### src/rtl/audio_pkg.sv
// Shared audio definitions: sample width, sequencer state type and width helpers
// used by the mixer and its gain ramp.
package audio_pkg;

    localparam int SAMPLE_W = 16;
    localparam logic [SAMPLE_W-1:0] SAMPLE_MAX = '1;

    typedef enum logic [1:0] {
        IDLE = 2'd0,
        ACC  = 2'd1,
        SAT  = 2'd2
    } mix_state_t;

    // Accumulator must hold NUM_CH full-scale samples without wrapping.
    function automatic int acc_width(input int num_ch);
        return SAMPLE_W + $clog2(num_ch);
    endfunction

    // Gain runs 0..GAIN_MAX inclusive, so one bit more than log2(GAIN_MAX).
    function automatic int gain_width(input int gain_max);
        return $clog2(gain_max) + 1;
    endfunction

endpackage

### src/rtl/sound_gain_ramp.sv
// Soft-mute gain counter that steps once per produced sample, plus the
// gain multiply applied to the saturated mix.
module sound_gain_ramp
    import audio_pkg::*;
#(
    parameter int GAIN_MAX = 8
) (
    input  logic                             clk,
    input  logic                             rst,
    input  logic                             step,
    input  logic                             dir_up,
    input  logic [SAMPLE_W-1:0]              sample,
    output logic [gain_width(GAIN_MAX)-1:0]  gain,
    output logic [SAMPLE_W-1:0]              scaled
);

    localparam int GW    = gain_width(GAIN_MAX);
    localparam int SHIFT = $clog2(GAIN_MAX);
    localparam int PW    = SAMPLE_W + SHIFT;
    localparam logic [GW-1:0] GAIN_TOP = GW'(GAIN_MAX);

    logic [PW-1:0] product;

    always_ff @(posedge clk) begin
        if (rst) begin
            gain <= '0;
        end else if (step) begin
            if (dir_up && gain != GAIN_TOP) begin
                gain <= gain + 1'b1;
            end else if (!dir_up && gain != '0) begin
                gain <= gain - 1'b1;
            end
        end
    end

    // gain never exceeds GAIN_MAX, so the product fits in SAMPLE_W+SHIFT bits.
    always_comb begin
        product = PW'(sample) * PW'(gain);
        scaled  = SAMPLE_W'(product >> SHIFT);
    end

endmodule

### src/rtl/sound_mix_sequencer.sv
// Sequential channel mixer: on each sample tick, sums enabled channels one per
// clock, saturates to 16 bits and applies the soft-mute gain.
module sound_mix_sequencer
    import audio_pkg::*;
#(
    parameter int NUM_CH   = 4,
    parameter int GAIN_MAX = 8
) (
    input  logic                             clk,
    input  logic                             rst,
    input  logic                             clk_6KHz_en,
    input  logic [NUM_CH-1:0][SAMPLE_W-1:0]  ch_data,
    input  logic [NUM_CH-1:0]                ch_en,
    input  logic                             sound_enable,
    output logic [SAMPLE_W-1:0]              out,
    output logic                             out_valid,
    output logic                             busy,
    output logic                             overrun
);

    localparam int ACC_W = acc_width(NUM_CH);
    localparam int GW    = gain_width(GAIN_MAX);
    localparam int IDX_W = $clog2(NUM_CH);
    localparam logic [IDX_W-1:0] LAST_IDX = IDX_W'(NUM_CH - 1);

    mix_state_t state, state_next;

    logic [NUM_CH-1:0][SAMPLE_W-1:0] shadow_data;
    logic [NUM_CH-1:0]               shadow_en;
    logic                            shadow_snd_en;
    logic [ACC_W-1:0]                acc;
    logic [ACC_W-1:0]                addend;
    logic [IDX_W-1:0]                idx;
    logic [SAMPLE_W-1:0]             sat_value;
    logic [SAMPLE_W-1:0]             scaled;
    logic [GW-1:0]                   gain;
    logic                            gain_step;

    sound_gain_ramp #(
        .GAIN_MAX (GAIN_MAX)
    ) u_gain_ramp (
        .clk    (clk),
        .rst    (rst),
        .step   (gain_step),
        .dir_up (shadow_snd_en),
        .sample (sat_value),
        .gain   (gain),
        .scaled (scaled)
    );

    always_comb begin
        state_next = state;
        case (state)
            IDLE:    if (clk_6KHz_en) state_next = ACC;
            ACC:     if (idx == LAST_IDX) state_next = SAT;
            SAT:     state_next = IDLE;
            default: state_next = IDLE;
        endcase
    end

    always_comb begin
        busy      = (state != IDLE);
        gain_step = (state == SAT);
        addend    = shadow_en[idx] ? ACC_W'(shadow_data[idx]) : '0;
        sat_value = (acc > ACC_W'(SAMPLE_MAX)) ? SAMPLE_MAX : acc[SAMPLE_W-1:0];
    end

    // Inputs are only looked at on an idle tick; everything after works from shadows.
    always_ff @(posedge clk) begin
        if (rst) begin
            state         <= IDLE;
            shadow_data   <= '0;
            shadow_en     <= '0;
            shadow_snd_en <= 1'b0;
            acc           <= '0;
            idx           <= '0;
            out           <= '0;
            out_valid     <= 1'b0;
            overrun       <= 1'b0;
        end else begin
            state     <= state_next;
            out_valid <= (state == SAT);
            if (clk_6KHz_en && state != IDLE) begin
                overrun <= 1'b1;
            end
            case (state)
                IDLE: begin
                    if (clk_6KHz_en) begin
                        shadow_data   <= ch_data;
                        shadow_en     <= ch_en;
                        shadow_snd_en <= sound_enable;
                        acc           <= '0;
                        idx           <= '0;
                    end
                end
                ACC: begin
                    acc <= acc + addend;
                    idx <= (idx == LAST_IDX) ? '0 : idx + 1'b1;
                end
                SAT: begin
                    // Explicit zero path keeps a fully muted output at exactly zero.
                    out <= (gain == '0) ? '0 : scaled;
                end
                default: ;
            endcase
        end
    end

endmodule

### config.mk
export PLATFORM = sky130hd
export DESIGN_NAME = sound_mix_sequencer
export DESIGN_NICKNAME = d
export VERILOG_FILES = /design/src/rtl/audio_pkg.sv /design/src/rtl/sound_gain_ramp.sv /design/src/rtl/sound_mix_sequencer.sv
export SDC_FILE = /design/constraint.sdc
export NUM_CORES = 1
export LEC_CHECK = 0
export ABC_AREA = 1
export CORE_ASPECT_RATIO = 0.9
export CORE_MARGIN = 4
export CORE_UTILIZATION = 50
export CTS_CLUSTER_SIZE = 25
export DETAILED_ROUTE_END_ITERATION = 8
export PLACE_DENSITY = 0.74
export RECOVER_POWER = 25
export SYNTH_ARGS = -nofsm -noshare
export SYNTH_HDL_FRONTEND = slang
export SYNTH_HIERARCHICAL = 1
export SYNTH_SLANG_ARGS = --single-unit
export TNS_END_PERCENT = 1
### constraint.sdc
create_clock -name clk -period 3.39 [get_ports clk]
set_input_delay 0.5085 -clock clk [delete_from_list [all_inputs] [get_ports clk]]
set_output_delay 0.5085 -clock clk [all_outputs]
set_load 0.01 [all_outputs]
==> metrics.md <==
| Metric | Value |
|---|---|
| Post-synth top flop | dfxtp_1 |
| Synth area leader | dfxtp_1 |
| Critical path arrival | 3.63 ns |
| Final core occ | 64.8% |
| Crit-path max cell delay | 0.53 ns |
| Vias | 7978 |
| Synth cell count leaders | 294 x nand2_1, 229 x nor2_1, 198 x inv_1, 113 x dfxtp_1, 108 x o21ai_0 |
| Final ANT Viol Nets | 0 |
| Cts hold-fix bufs | 0 |
| Die width | 142 µm |
| HP Class | reg2reg |
| Main combinational cell family by area after synthesis | simple AND/OR/NAND/NOR gates |
| Worst Setup End Kind | flop |
| Number of synthesized flops with an enable pin | 0 |
| Min Hold Slack | 0.479 ns |
| Clk_skew | 0.00844 ns |
| Yosys warns | 6 |
| Status | complete, but fails checks |
| Seq cells post-synth | 113 |
| # DRC | 0 |
| Syn Inst Count | 1248 |
| Nets | 1473 |
| GRT Total Usage | 23.5% |
| Top-Level Pins | 91 |
| Grt ovf | 0 |
| Syn Area/Cell | 6.43 µm² |
| CP startpoint kind | flop |
| Compound-Gate Fraction of Synth Area | 13.9% |
| Post-synthesis async set-or-reset flop share | 0% |
| Count leader, synth | nand2_1 |
| First-pass GRT wire length | 35.1 mm |
| Placed cells | 1513 |
| Final setup TNS | 0 ns |
| Total power | 3.69 mW |
| Synth Area in XOR/XNOR | 1.09% |
| DRT Pass-1 Iters | 5 |
| Vias in the first global route | 7563 |
| Clk pin slew, worst setup/hold paths | 0.06 ns |
| Max-slew headroom | -49.4% |
| Yosys cell types | 44 |
| Final setup viols | 0 |
| Layout overhead on the synthesized area | 25.8% |
| Fin crit share | 96.9% |
| R2R setup slack | 0.10 ns |
| Slew Viols, Final | 71 |
| Part of the Yosys area used for sequential elements | 28.2% |
| RSZ-0062 raised after global routing | true |
| Clock Path Buffers | 2 |
| Htree depth | 4 |
| Least-Margin Pin Slew | 2.24 ns |
| Final min period | 3.29 ns |
| Synthesized Nets | 1389 |
| Post-synthesis adder-cell area fraction | 13.6% |
| Worst-path maximum fanout | 8 |
| CP max-delay cell | fa_1 |
| Worst hold stages | 2 |
| Failing checks | capacitance limit, slew limit |
| CP top delay family | adder cells |
| CTS buffer count | 17 |
| Post-DP HPWL | 15.5 mm |
| Critical Path RT | 3.73 ns |
| Synth Cell Area | 8030 µm² |
| Die Footprint | 18200 µm² |
| Pwr Density | 365 nW/µm² |
| R2R depth | 18 |
| Final hold vios | 0 |
| Critical path cell sequence | nor2_4 > buf_8 > nand2_2 > nand2_1 > inv_1 > fa_1 > inv_1 > fa_1 > inv_1 > ha_4 > nand2_4 > nor4_4 > nand2_2 > nand2_1 > nand2_1 > nand2_1 > nand2_1 > a21oi_2 |
| Clock tree from TritonCTS | yes |
| Total Wirelength | 21.4 mm |
| Root Driver | clkbuf_16 |
| Buf+Inv Stages, Crit Path | 4 |
| FP Rows | 43 |
| Clk_lat worst skew | 0.41 ns |
| Vias per inst | 5.16 |
| Worst Path Class, Setup | reg2reg |
| # fillers | 1367 |
| Iter 0 DRT Violations | 598 |
| Critical path depth in cells | 18 |
| Multiplexer share of the synthesized area | 0% |
| Antenna violations before repair | 0 |
| Number of diodes | 0 |
| Port bufs | 90 |
| Post-DR wirelength/cell | 13.8 µm |
| Die Ht | 128 µm |
| Top cell by count, worst path | nand2_1 |
| Maxcap violations | 1 |
| Max IR drop VDD | 0.380 mV |
| Core area | 15600 µm² |
| Peak Freq | 304 MHz |
| Final Instance Count excl. Fillers | 1547 |
| Layout cells sized above 1 | 11.2% |
| GPL Wtd Cong | 0.901 |
| Initial Utilization | 51.5% |
| Largest net degree at the start of global routing | 73 |
| Synth top area cells | dfxtp_1 28%, nand2_1 14%, nor2_1 11%, inv_1 9.3%, fa_1 7.5% |
| Synth top area share | 28.2% |
| Simple-gate area share of the yosys netlist | 30.2% |
| Leak Pwr | 5.14 nW |
| Clock sinks | 113 |
repair_timing:
action | 4_1_cts | 5_1_grt
gates cloned | 1 | 0
buffers inserted | 0 | 1
endpoints found under the setup margin | 7 | 12
gates resized for setup | 7 | 92
pin swaps | 3 | 25
state kept, by name, summed over array words and instances (netlist names):
register	flops
out	16
acc	18
shadow_data	64
overrun	1
idx	2
shadow_en	4
shadow_snd_en	1
u_gain_ramp/gain	4
out_valid	1
state	2
worst min-delay path, stage by stage (launching register included):
cell and delay [ns]:
dfxtp_1 0.32, nor2_1 0.05, nor2_1 0.08
stage by stage:
step / setup slack (ns) / cell area [µm²]
after floorplan: 0.0540 / 8030
after global placement: 0.0230 / 9100
final: 0.105 / 10100
after global routing: -0.105 / 10100
after CTS: -0.00784 / 9700
after detailed placement: -0.0311 / 9100
layout make-up:
type / count / area (µm²) / share of cell area (%)
multi-input combinational: 881 / 5120 / 50.7
sequential: 113 / 2260 / 22.4
inverter: 201 / 756 / 7.48
clock buffer: 22 / 474 / 4.69
timing repair buffer: 118 / 1140 / 11.3
tap: 202 / 253 / 2.50
clock inverter: 10 / 100 / 0.991
final timing paths:
path | from | end
max | acc[17]$_SDFFE_PP0P_ | out[12]$_SDFFE_PP0P_
min | shadow_data[47]$_SDFFE_PP0P_ | shadow_data[47]$_SDFFE_PP0P_
max reg2reg | acc[17]$_SDFFE_PP0P_ | out[12]$_SDFFE_PP0P_
min reg2reg | shadow_data[47]$_SDFFE_PP0P_ | shadow_data[47]$_SDFFE_PP0P_
cell usage in the layout (no fill, tap or decap), drive strengths merged, types with 2 or more instances in the layout:
master / Yosys / layout
nor3: 4 / 4
a21o: 2 / 2
dfxtp: 113 / 113
clkinvlp: 0 / 4
nand2: 305 / 305
clkdlybuf4s50: 0 / 90
clkinv: 1 / 2
o21bai: 2 / 2
nand4: 3 / 3
a21oi: 67 / 67
or2: 5 / 5
o32ai: 16 / 16
buf: 24 / 28
ha: 39 / 39
fa: 30 / 30
clkbuf: 29 / 22
inv: 200 / 204
nand3: 41 / 41
and2: 3 / 3
nor2: 232 / 232
nand3b: 2 / 2
nor4: 3 / 3
o21ai: 113 / 113
xor2: 9 / 9
where the power goes:
part,switching [mW],internal [mW]
Sequential,0.0475,1.41
Clock,0.655,1.07
Combinational,0.289,0.218
cell families after synthesis:
logic type                 count (synthesis)
AOI/OAI and AO/OA                        203
DFF                                      113
and+or+nand+nor                          599
adders and majority gates                 69
buffers and inverters                    254
xor gates and xnor gates                  10
metal layers:
metal / GRT usage (%) / vias to the layer above / share of wire (%)
met1: 34.1 / 3662 / 48
met4: 5.70 / 0 / 1.4
met3: 4.96 / 34 / 5.7
met5: 0 / - / 0
met2: 35.9 / 237 / 45
li1: - / 4045 / -
(Power assumes the default switching activity.)
